<file path="src/rtl/br_recover_ctrl.sv">
// Branch-mispredict recovery sequencer: reads the free-list checkpoint, squashes younger ROB entries
// two per cycle, then restores the free-list head and ROB tail. Optional stats: define BR_RECOVER_STATS_EN.
module br_recover_ctrl (
    input  logic       clock,
    input  logic       reset,
    input  logic       ex_mispredict,
    input  logic [4:0] ex_branch_robidx,
    input  logic [4:0] rob_head_in,
    input  logic [4:0] rob_tail_in,
    input  logic [4:0] bs_fl_head_in,
    output logic       bs_rd_en_out,
    output logic [4:0] bs_rd_idx_out,
    output logic [1:0] rob_squash_valid_out,
    output logic [4:0] rob_squash_idxA_out,
    output logic [4:0] rob_squash_idxB_out,
    output logic       fl_restore_en_out,
    output logic [4:0] fl_restore_head_out,
    output logic [4:0] rob_tail_restore_out,
    output logic       stall_out,
    output logic       recover_done_out
`ifdef BR_RECOVER_STATS_EN
    ,
    output logic [15:0] stat_recoveries_out,
    output logic [15:0] stat_squashed_out
`endif
);

    typedef enum logic [1:0] {IDLE, READ, SQUASH, RESTORE} state_t;

    state_t     state_q, state_d;
    logic [4:0] br_idx_q, br_idx_d;
    logic [4:0] walk_q, walk_d;
    logic [4:0] ckpt_q, ckpt_d;

    logic       rd_en_q, rd_en_d;
    logic [4:0] rd_idx_q, rd_idx_d;
    logic [1:0] sq_valid_q, sq_valid_d;
    logic [4:0] sq_a_q, sq_a_d;
    logic [4:0] sq_b_q, sq_b_d;
    logic       fl_en_q, fl_en_d;
    logic [4:0] fl_head_q, fl_head_d;
    logic [4:0] tail_rst_q, tail_rst_d;
    logic       done_q, done_d;
    logic       stall_q;

    logic [4:0] walk_m1;
    logic [4:0] br_p1;
    logic [4:0] br_d_p1;
    logic       slot_b_ok;
    logic [4:0] new_age;
    logic [4:0] cur_age;
    logic       relatch;

    assign walk_m1   = walk_q - 5'd1;
    assign br_p1     = br_idx_q + 5'd1;
    assign br_d_p1   = br_idx_d + 5'd1;
    assign slot_b_ok = (walk_q != br_p1);

    // Ages are distances from the ROB head, so a smaller age means an older instruction.
    assign new_age = ex_branch_robidx - rob_head_in;
    assign cur_age = br_idx_q - rob_head_in;
    assign relatch = ex_mispredict && (state_q != IDLE) && (new_age < cur_age);

    always_comb begin
        state_d  = state_q;
        br_idx_d = br_idx_q;
        walk_d   = walk_q;
        ckpt_d   = ckpt_q;
        case (state_q)
            IDLE: begin
                if (ex_mispredict) begin
                    br_idx_d = ex_branch_robidx;
                    walk_d   = rob_tail_in - 5'd1;
                    state_d  = READ;
                end
            end
            READ: begin
                ckpt_d  = bs_fl_head_in;
                state_d = (walk_q == br_idx_q) ? RESTORE : SQUASH;
            end
            SQUASH: begin
                walk_d = slot_b_ok ? (walk_q - 5'd2) : walk_m1;
                if (!slot_b_ok || (walk_m1 == br_p1)) begin
                    state_d = RESTORE;
                end
            end
            RESTORE: begin
                state_d = IDLE;
            end
            default: state_d = IDLE;
        endcase
        // An older mispredict re-reads its checkpoint; walk keeps going from where it is, so
        // entries already squashed are never revisited.
        if (relatch) begin
            br_idx_d = ex_branch_robidx;
            state_d  = READ;
        end
    end

    // Outputs are registered from the next-state values so they line up with the state they describe.
    always_comb begin
        rd_en_d    = (state_d == READ);
        rd_idx_d   = rd_en_d ? br_idx_d : 5'd0;
        sq_valid_d = 2'b00;
        sq_a_d     = 5'd0;
        sq_b_d     = 5'd0;
        if (state_d == SQUASH) begin
            sq_valid_d[0] = 1'b1;
            sq_a_d        = walk_d;
            if (walk_d != br_d_p1) begin
                sq_valid_d[1] = 1'b1;
                sq_b_d        = walk_d - 5'd1;
            end
        end
        fl_en_d    = (state_d == RESTORE);
        fl_head_d  = fl_en_d ? ckpt_d : 5'd0;
        tail_rst_d = fl_en_d ? br_d_p1 : 5'd0;
        done_d     = fl_en_d;
    end

    always_ff @(posedge clock) begin
        if (reset) begin
            state_q    <= IDLE;
            br_idx_q   <= 5'd0;
            walk_q     <= 5'd0;
            ckpt_q     <= 5'd0;
            rd_en_q    <= 1'b0;
            rd_idx_q   <= 5'd0;
            sq_valid_q <= 2'b00;
            sq_a_q     <= 5'd0;
            sq_b_q     <= 5'd0;
            fl_en_q    <= 1'b0;
            fl_head_q  <= 5'd0;
            tail_rst_q <= 5'd0;
            done_q     <= 1'b0;
            stall_q    <= 1'b0;
        end else begin
            state_q    <= state_d;
            br_idx_q   <= br_idx_d;
            walk_q     <= walk_d;
            ckpt_q     <= ckpt_d;
            rd_en_q    <= rd_en_d;
            rd_idx_q   <= rd_idx_d;
            sq_valid_q <= sq_valid_d;
            sq_a_q     <= sq_a_d;
            sq_b_q     <= sq_b_d;
            fl_en_q    <= fl_en_d;
            fl_head_q  <= fl_head_d;
            tail_rst_q <= tail_rst_d;
            done_q     <= done_d;
            stall_q    <= (state_d != IDLE);
        end
    end

    assign bs_rd_en_out         = rd_en_q;
    assign bs_rd_idx_out        = rd_idx_q;
    assign rob_squash_valid_out = sq_valid_q;
    assign rob_squash_idxA_out  = sq_a_q;
    assign rob_squash_idxB_out  = sq_b_q;
    assign fl_restore_en_out    = fl_en_q;
    assign fl_restore_head_out  = fl_head_q;
    assign rob_tail_restore_out = tail_rst_q;
    assign recover_done_out     = done_q;
    // The front end must stall in the very cycle the mispredict arrives, before the FSM leaves IDLE.
    assign stall_out            = stall_q | (ex_mispredict & ~reset);

`ifdef BR_RECOVER_STATS_EN
    logic [15:0] recov_cnt_q;
    logic [15:0] sq_cnt_q;
    logic [1:0]  sq_n;

    assign sq_n = {1'b0, sq_valid_q[0]} + {1'b0, sq_valid_q[1]};

    always_ff @(posedge clock) begin
        if (reset) begin
            recov_cnt_q <= 16'd0;
            sq_cnt_q    <= 16'd0;
        end else begin
            if (fl_en_q && (recov_cnt_q != 16'hFFFF)) begin
                recov_cnt_q <= recov_cnt_q + 16'd1;
            end
            if (sq_cnt_q > (16'hFFFF - {14'd0, sq_n})) begin
                sq_cnt_q <= 16'hFFFF;
            end else begin
                sq_cnt_q <= sq_cnt_q + {14'd0, sq_n};
            end
        end
    end

    assign stat_recoveries_out = recov_cnt_q;
    assign stat_squashed_out   = sq_cnt_q;
`endif

endmodule

</file>
<file path="config.mk">
export PLATFORM = sky130hd
export DESIGN_NAME = br_recover_ctrl
export DESIGN_NICKNAME = d
export VERILOG_FILES = /design/src/rtl/br_recover_ctrl.sv
export SDC_FILE = /design/constraint.sdc
export NUM_CORES = 1
export LEC_CHECK = 0
export ABC_AREA = 1
export BUFFER_PORTS_ARGS = -buffer_cell sky130_fd_sc_hd__buf_2
export CAP_MARGIN = 0
export CORE_MARGIN = 2
export CORE_UTILIZATION = 61
export DETAILED_ROUTE_END_ITERATION = 10
export PLACE_DENSITY_LB_ADDON = 0.05
export SLEW_MARGIN = 20
export SYNTH_ARGS = -nofsm -noshare
export SYNTH_HDL_FRONTEND = slang
export SYNTH_SLANG_ARGS = --single-unit
export TNS_END_PERCENT = 20
</file>
<file path="constraint.sdc">
create_clock -name clock -period 5.3 [get_ports clock]
set_input_delay 0.53 -clock clock [delete_from_list [all_inputs] [get_ports clock]]
set_output_delay 0.53 -clock clock [all_outputs]
set_load 0.02 [all_outputs]
</file>
# [Yosys cells after proc, flatten, opt, wreduce, memory -nomap -nowiden]
# Cells that the tools add are included.
[op_classes] magnitude_cmp=1 n_mux=14 n_eq_ne=10 reduce_logical=11 bitwise_logic=7 addsub=8
[ops] op="5-bit 2-to-1 mux" n=6
[ops] op="5-bit by 1-bit subtractor with 5-bit output (second input constant)" n=3
[ops] op="5-bit by 1-bit adder with 5-bit output (second input constant)" n=2
[ops] op="5-bit == test" n=2
[ops] op="5-bit != test" n=2
[ops] op="5-bit one-hot mux with 2 select lines" n=1
[ops] op="5-bit subtractor" n=2
[ops] op="2-bit == test (second input constant)" n=4
[ops] op="2-bit one-hot mux with 4 select lines" n=1
[ops] op="2-bit 2-to-1 mux" n=3
[ops] op="2-bit OR reduction" n=3
[ops] op="5-bit less-than comparator" n=1
[ops] op="1-bit inverter" n=5
[ops] op="5-bit by 2-bit subtractor with 5-bit output (second input constant)" n=1
[ops] op="2-bit by 1-bit == test with 1-bit output (second input constant)" n=2
[ops] op="2-bit nonzero test" n=2
[ops] op="1-bit 2-to-1 mux" n=3
[ops] op="3-bit OR reduction" n=1
[ops] op="1-bit logical AND" n=2
[ops] op="2-bit zero test" n=1
[ops] op="1-bit bitwise AND" n=1
[ops] op="1-bit zero test" n=1
[ops] op="1-bit logical OR" n=1
[ops] op="1-bit OR" n=1
[word_totals] reg_bits=47 elab_cells=65 inputBits=23

# [Longest topological paths before layout]
# Gate-level depths: netlist of the first run.
[logic_depth] word_depth=10 mapped_depth=27 mapped_depth_nobuf=27

# [Worst setup path before layout of the first run]
# No wires, ideal clock.
[synth_timing] kind="input to register" start="input port ex_branch_robidx[0]" end="register sq_b_q[3] (netlist: rob_squash_idxB_out[3])" path_buffers=0 arrival_time_ns=3.369 stages=25 slack_ns=1.814 setup_time_ns=0.117 cell_sequence="inv_1 > ha_1 > inv_1 > fa_1 > nand3_1 > nand2_1 > xor2_1 > ha_1 > nand2_1 > inv_1 > nor2_4 > nand3_4 > o21ai_2 > ha_1 > inv_1 > nor2_4 > nand2_1 > nand2_1 > nand2_1 > nand3_1 > nand2_1 > nor2_2 > nand3_2 > nand2_4 > nor2_2"
[synth_between] elab_chain_cells=8
[synth_lines] element="start, declared" line_no="7" source="input logic [4:0] ex_branch_robidx,"
[synth_lines] element="5-bit subtractor" line_no="60" source="assign new_age = ex_branch_robidx - rob_head_in;"
[synth_lines] element="5-bit less-than comparator" line_no="62" source="assign relatch = ex_mispredict && (state_q != IDLE) && (new_age < cur_age);"
[synth_lines] element="1-bit logical AND" line_no="62"
[synth_lines] element="5-bit 2-to-1 mux *" line_no="94" source="if (relatch) begin"
[synth_lines] element="net br_idx_d[0]" line_no="31" source="logic [4:0] br_idx_q, br_idx_d;"
[synth_lines] element="5-bit by 1-bit adder with 5-bit output *" line_no="56" source="assign br_d_p1 = br_idx_d + 5'd1;"
[synth_lines] element="5-bit != test *" line_no="110" source="if (walk_d != br_d_p1) begin"
[synth_lines] element="1-bit inverter (no source line) *"
[synth_lines] element="3-bit OR reduction (no source line) *"
[synth_lines] element="end signal, assigned" line_no="146" source="sq_b_q <= sq_b_d;"
[synth_lines] element="end, declared" line_no="39" source="logic [4:0] sq_b_q, sq_b_d;"
# The timed path passes the listed nets; every way through them passes the cells marked *.
# A chain may end at the register's enable or synchronous reset.

# [Worst setup path in the final report of the first run]
[layout_timing] start="register br_idx_q[0]" end="register sq_b_q[3] (netlist: rob_squash_idxB_out[3])"
[layout_rtl] element="start, declared" line_no="31"
[layout_rtl] element="start signal, assigned" line_no="139" source="br_idx_q <= br_idx_d;"
[layout_rtl] element="5-bit subtractor" line_no="61" source="assign cur_age = br_idx_q - rob_head_in;"
[layout_rtl] element="5-bit less-than comparator" line_no="62"
[layout_rtl] element="1-bit logical AND" line_no="62"
[layout_rtl] element="5-bit 2-to-1 mux *" line_no="94"
[layout_rtl] element="net br_idx_d[0]" line_no="31"
[layout_rtl] element="5-bit by 1-bit adder with 5-bit output *" line_no="56"
[layout_rtl] element="5-bit != test *" line_no="110"
[layout_rtl] element="1-bit inverter (no source line) *"
[layout_rtl] element="3-bit OR reduction (no source line) *"
# Marks and branches as above.

==> results of run 1 <==
[stage by stage]
step	power, mW	cells
after floorplan	1.93	412
after global placement	2.22	521
after detailed placement	2.26	521
after CTS	2.48	529
after global routing	2.72	529
final	2.48	529
[how the worst max path moves through the flow]
stage                         from                     end  slack (ns)  depth (start not counted)
2_1_floorplan  ex_branch_robidx[0]  rob_squash_idxB_out[3]        1.81                         25
3_3_place_gp   ex_branch_robidx[0]  rob_squash_idxB_out[3]        1.51                         26
3_5_place_dp   ex_branch_robidx[0]  rob_squash_idxB_out[3]        1.38                         26
4_1_cts                br_idx_q[0]  rob_squash_idxB_out[3]        1.60                         25
5_1_grt                br_idx_q[0]  rob_squash_idxB_out[4]        1.23                         25
6_report               br_idx_q[0]  rob_squash_idxB_out[3]        1.61                         25
[layout by cell type, fill, tap and decap left out, types with 15 or more instances in the layout]
cell,instances
nor2_2,19
buf_2,53
nor2_1,36
nand2_1,86
inv_1,43
nand2_2,15
nand3_1,29
dfxtp_1,47
ha_1,22
o21ai_0,17
[metal layers]
| metal | share of wire, % | up-vias | GRT usage (%) | wire [um] |
|---|---|---|---|---|
| met5 | 0 | - | 0 | 0 |
| met4 | 0.73 | 0 | 5.56 | 48 |
| met3 | 4.2 | 8 | 4.69 | 276 |
| met2 | 50 | 52 | 45.7 | 3260 |
| met1 | 46 | 1207 | 32.1 | 3000 |
| li1 | - | 1388 | - | - |
[worst max-delay path, cell delays in order (launching register included)]
cell,delay [ns]
dfxtp_1,0.41
inv_2,0.12
ha_1,0.15
inv_1,0.06
fa_1,0.40
nand3_1,0.11
nand2_1,0.07
xnor2_1,0.13
ha_1,0.29
nand2_1,0.08
nor2_1,0.05
nand2_1,0.14
nand3_4,0.16
o21ai_2,0.29
ha_1,0.24
inv_1,0.08
nor2_4,0.12
nand2_1,0.08
nand2_1,0.07
nand2_1,0.07
nand3_1,0.07
nand2_1,0.06
nor2_2,0.09
nand3_2,0.10
nand2_4,0.12
nor2_2,0.04
[logic make-up (layout without fill, tap and decap cells)]
kind of cell	Yosys count	in the layout	share of synthesized area, %
xor gates and xnor gates	24	24	6.88
adders and majority gates	24	24	10.3
and+or+nand+nor	207	207	34.2
AOI/OAI and AO/OA	36	36	6.47
buffers and inverters	69	119	9.70
muxes	5	5	1.64
DFF	47	47	30.8
[power by group through the flow]
stage               clock, mW  sequential [mW]  combinational, mW
floorplan                   0            0.593               1.34
global placement            0            0.564               1.66
detailed placement          0            0.566               1.70
CTS                     0.210            0.559               1.71
global route            0.228            0.574               1.92
finish                  0.208            0.559               1.71
[flip-flops by register name, summed over array words and instances, names as in the netlist]
register / flops
recover_done_out: 1
stall_q: 1
bs_rd_en_out: 1
walk_q: 5
br_idx_q: 5
rob_tail_restore_out: 5
fl_restore_head_out: 5
rob_squash_idxB_out: 5
rob_squash_idxA_out: 5
ckpt_q: 5
rob_squash_valid_out: 2
bs_rd_idx_out: 5
state_q: 2
[layout make-up]
cell class | count | area (um2)
Multi-Input combinational cell | 296 | 1820
Fill cell | 425 | 1370
Sequential cell | 47 | 941
Timing Repair Buffer | 53 | 265
Inverter | 58 | 223
Tap cell | 67 | 83.8
Clock buffer | 5 | 68.8
Clock inverter | 3 | 20.0
==> results.cfg, run 1 <==
[status]
status = complete, no violations

[placement]
port_buffers = 53
place_ws_ns = 1.38
dpl.hpwl_um = 5280
gp_congestion = 0.880
postPlaceCellArea_um2 = 3330

[sta]
hold_ws_ns = 0.515
skew_ns = 0.00606
rsz0062_at_grt = false
finalSetupViolations = 0
period_needed_ns = 3.69
tightest_slew_ns = 0.418
fmax_ghz = 0.271
hold_viol_final = 0
period_share_pct = 69.6
setup_ws_ns = 1.61
setup_tns_ns = 0
slew_headroom_pct = 72.1
maxSlewViolCount = 0

[run]
cap_violations = 0

[hold_path]
whs_path_depth = 3
min_to = ckpt_q[0]
holdCritPathClass = in -> reg
worstHoldStart = bs_fl_head_in[0]

[routing]
vias_per_cell = 5.02
drt_iter0_drc = 132
drtAntennaViolNets = 0
vias = 2655
drt-total-wl_um = 6580
post_drt_wl_per_cell_um = 12.4
drc_errors = 0
drt_pass1_iterations = 4

[floorplanning]
die_area_um2 = 5590
start_util_pct = 63.8
rows = 25
ios = 54
dieWidth_um = 74.8
die_h_um = 74.8
coreArea_um2 = 4790

[pwr]
p_switching_mw = 1.33
power_frac_comb_pct = 69.0
p_clk_share_pct = 8.4
p_int_mw = 1.15
power_leakage_nw = 1.76
peakVddDrop_mv = 0.502
switching_share_pct = 53.6
power_per_cell_area_nw_per_um2 = 724
seqPwrFrac_pct = 22.6

[logic_synthesis]
synth_top_area_share_pct = 30.8
synth_fp_nets = 459
yosysSeqAreaShare_pct = 30.8
dominantRegCellSynth = dfxtp_1
ys_types = 30
yosysTopAreaCell = dfxtp_1
synth_edf_count = 0
ys_seq_elements = 47
synth_area_leaders = dfxtp_1 31%, nand2_1 11%, ha_1 9.0%, inv_1 5.3%, nand3_1 4.8%
synthTopCellsByCount = 86 x nand2_1, 47 x dfxtp_1, 43 x inv_1, 36 x nor2_1, 29 x nand3_1
synth_area_um2 = 3060
synth_area_per_cell_um2 = 7.42
synth.most_common_cell = nand2_1
ys_warn_count = 0
async_flop_share_pct = 0
syn_inst = 412

[setup_path]
worstPathMaxFanout = 10
cp.required_ns = 5.49
r2r_end = rob_squash_idxB_out[3]
rrSetupSlack_ns = 1.61
crit_path_end_kind = flop
start_kind = flop
worst-setup-path-type = reg -> reg
critPathArrivalTime_ns = 3.88
rr_worst_depth = 25
r2r_start = br_idx_q[0]

[clock_tree]
cts_tree = built
clk_pin_slew_worst_paths_ns = 0.09
postCtsSetupRepairBufs = 0
clock_latency_ns = 0.29
clockBufferDepth = 2
htree_levels = 2
cts_sinks = 47
cts_resized = 0
numCtsBuffers = 5
ctsHoldBuffers = 0
clock-root-buffer = clkbuf_8

[global_route]
grt_pass1_vias = 2530
overflow = 0
global_route.usage.total_pct = 25.6
antenna_found_initial = 0
grt_max_degree = 20
grt_pass1_wl_um = 11000

[final_layout]
final_area_um2 = 3420
area_growth_pct = 11.9
utilization_pct = 71.5
diodes = 0
drive_gt1_share_pct = 28.1
fin_nets = 508
(Power assumes the default switching activity.)
==> inputs of run 2 (changes only) <==
--- a/config.mk
+++ b/config.mk
@@ -9,7 +9,7 @@
 export BUFFER_PORTS_ARGS = -buffer_cell sky130_fd_sc_hd__buf_2
 export CAP_MARGIN = 0
 export CORE_MARGIN = 2
-export CORE_UTILIZATION = 61
+export CORE_UTILIZATION = 56
 export DETAILED_ROUTE_END_ITERATION = 10
 export PLACE_DENSITY_LB_ADDON = 0.05
 export SLEW_MARGIN = 20
==> constraint.sdc (replaced) <==
create_clock -name clock -period 3.6 [get_ports clock]
set_input_delay 0.36 -clock clock [delete_from_list [all_inputs] [get_ports clock]]
set_output_delay 0.36 -clock clock [all_outputs]
set_load 0.02 [all_outputs]
==> results.cfg, run 2 (synthesis gave the netlist of run 1 again) <==
[setup_path]
cp_slowest_cell = fa_2
worstPathMaxFanout = 6
startpoint = br_idx_q[0]
slowest_delay_ns = 0.35
critPathArrivalTime_ns = 3.46
cp_common_cell = nand2_1
critPathTopFamily = simple AND/OR/NAND/NOR gates
worst-setup-path-type = reg -> reg
crit_path_end_kind = flop
rr_worst_depth = 27
r2r_start = br_idx_q[0]
cp_num_buf_inv = 5
cp.required_ns = 3.79
start_kind = flop
r2r_end = rob_squash_idxB_out[3]
rrSetupSlack_ns = 0.34

[clock_tree]
ctsHoldBuffers = 0
cts_sinks = 47
cts_tree = built
clk_pin_slew_worst_paths_ns = 0.09
clock_latency_ns = 0.29
clockBufferDepth = 2
clock-root-buffer = clkbuf_8
htree_levels = 2
numCtsBuffers = 5

[global_route]
grtUsageMet2_pct = 41.8
overflow = 0
met1_usage_pct = 29.5
global_route.usage.total_pct = 23.3
grt-busiest-layer = met2
grt_pass1_vias = 2473
grt_max_degree = 20
met3_usage_pct = 4.07
antenna_found_initial = 0
grt_pass1_wl_um = 11300

[final_layout]
final_area_um2 = 3490
mostFrequentLayoutCells = 85 x nand2_1, 53 x buf_2, 47 x dfxtp_1
final_common_cell = nand2_1
area_growth_pct = 14.3
fin_nets = 515
fill_cells = 445
diodes = 0
drive_gt1_share_pct = 29.9

[status]
status = complete, no violations

[routing]
vias = 2693
drtAntennaViolNets = 0
drt-total-wl_um = 6700
drt_pass1_iterations = 4
drt_iter0_drc = 83
drc_errors = 0
post_drt_wl_per_cell_um = 12.4
vias_per_cell = 5.00

[placement]
dpl.hpwl_um = 5320
port_buffers = 53
gp_congestion = 0.846
postPlaceCellArea_um2 = 3390

[sta]
skew_ns = 0.00329
period_needed_ns = 3.26
rsz0062_at_grt = false
finalSetupViolations = 0
fmax_ghz = 0.306
hold_viol_final = 0
setup_tns_ns = 0
maxSlewViolCount = 0
tightest_slew_ns = 0.431
period_share_pct = 90.7
slew_headroom_pct = 71.3

[floorplanning]
die_h_um = 77.9
rows = 26
start_util_pct = 59.1
coreArea_um2 = 5170
ios = 54
dieWidth_um = 77.9
die_area_um2 = 6060

[pwr]
seqPwrFrac_pct = 20.8
p_switching_mw = 1.98
p_clk_share_pct = 8.8
power_frac_comb_pct = 70.4
power_mw = 3.77
power_leakage_nw = 1.80
peakVddDrop_mv = 0.550
switching_share_pct = 52.4
power_per_cell_area_nw_per_um2 = 1080
p_int_mw = 1.79

[hold_path]
holdCritPathClass = in -> reg
whs_path_depth = 3
worstHoldStart = bs_fl_head_in[4]
min_to = ckpt_q[4]

[run]
cap_violations = 0
## run 2: timing repair
item | in CTS | in global routing
resized for setup | 0 | 3
setup endpoints to repair | 0 | 6
setup buffers | 0 | 0
## run 2: worst max-delay path by stage
stage,slack (ns),end,cells after the start
6_report,0.34,rob_squash_idxB_out[3],27
5_1_grt,0.03,rob_squash_idxB_out[1],26
4_1_cts,0.23,rob_squash_idxB_out[3],26
3_5_place_dp,0.04,rob_squash_idxB_out[3],28
3_3_place_gp,0.15,rob_squash_idxB_out[3],27
2_1_floorplan,0.28,rob_squash_idxB_out[3],25
## run 2: worst min-delay path, stage by stage
cell,delay (ns)
buf_2,0.07
mux2i_1,0.08
nor2_1,0.08
## run 2: layout make-up
cell class                 count  area (um2)  area share (%)
timing repair buffer          60         318            9.10
multi-input combinational    296        1830            52.3
tap                           70        87.6            2.51
clock buffer                   6        82.6            2.36
inverter                      58         223            6.38
sequential                    47         941            26.9
clock inverter                 2        16.3           0.466
## run 2: layer usage
layer,vias to the layer above,wire [um]
met5,-,0
li1,1404,-
met4,0,33
met3,5,290
met2,59,3380
met1,1225,3000
## run 2: metrics by stage
step	hold WS (ns)	instances	utilization (%)	worst slack, ns
finish	0.339	539	67.5	0.335
global route	0.342	539	67.5	0.0322
CTS	0.333	539	67.4	0.234
detailed placement	0.496	531	65.5	0.0359
global placement	0.488	531	65.5	0.148
floorplan	0.474	412	-	0.284
## run 2: power by group through the flow
stage          Combinational, mW  Clock [mW]  Sequential, mW
2_1_floorplan               1.97           0           0.873
3_5_place_dp                2.64           0           0.799
3_3_place_gp                2.59           0           0.796
5_1_grt                     2.99       0.359           0.799
6_report                    2.66       0.332           0.786
4_1_cts                     2.66       0.337           0.788
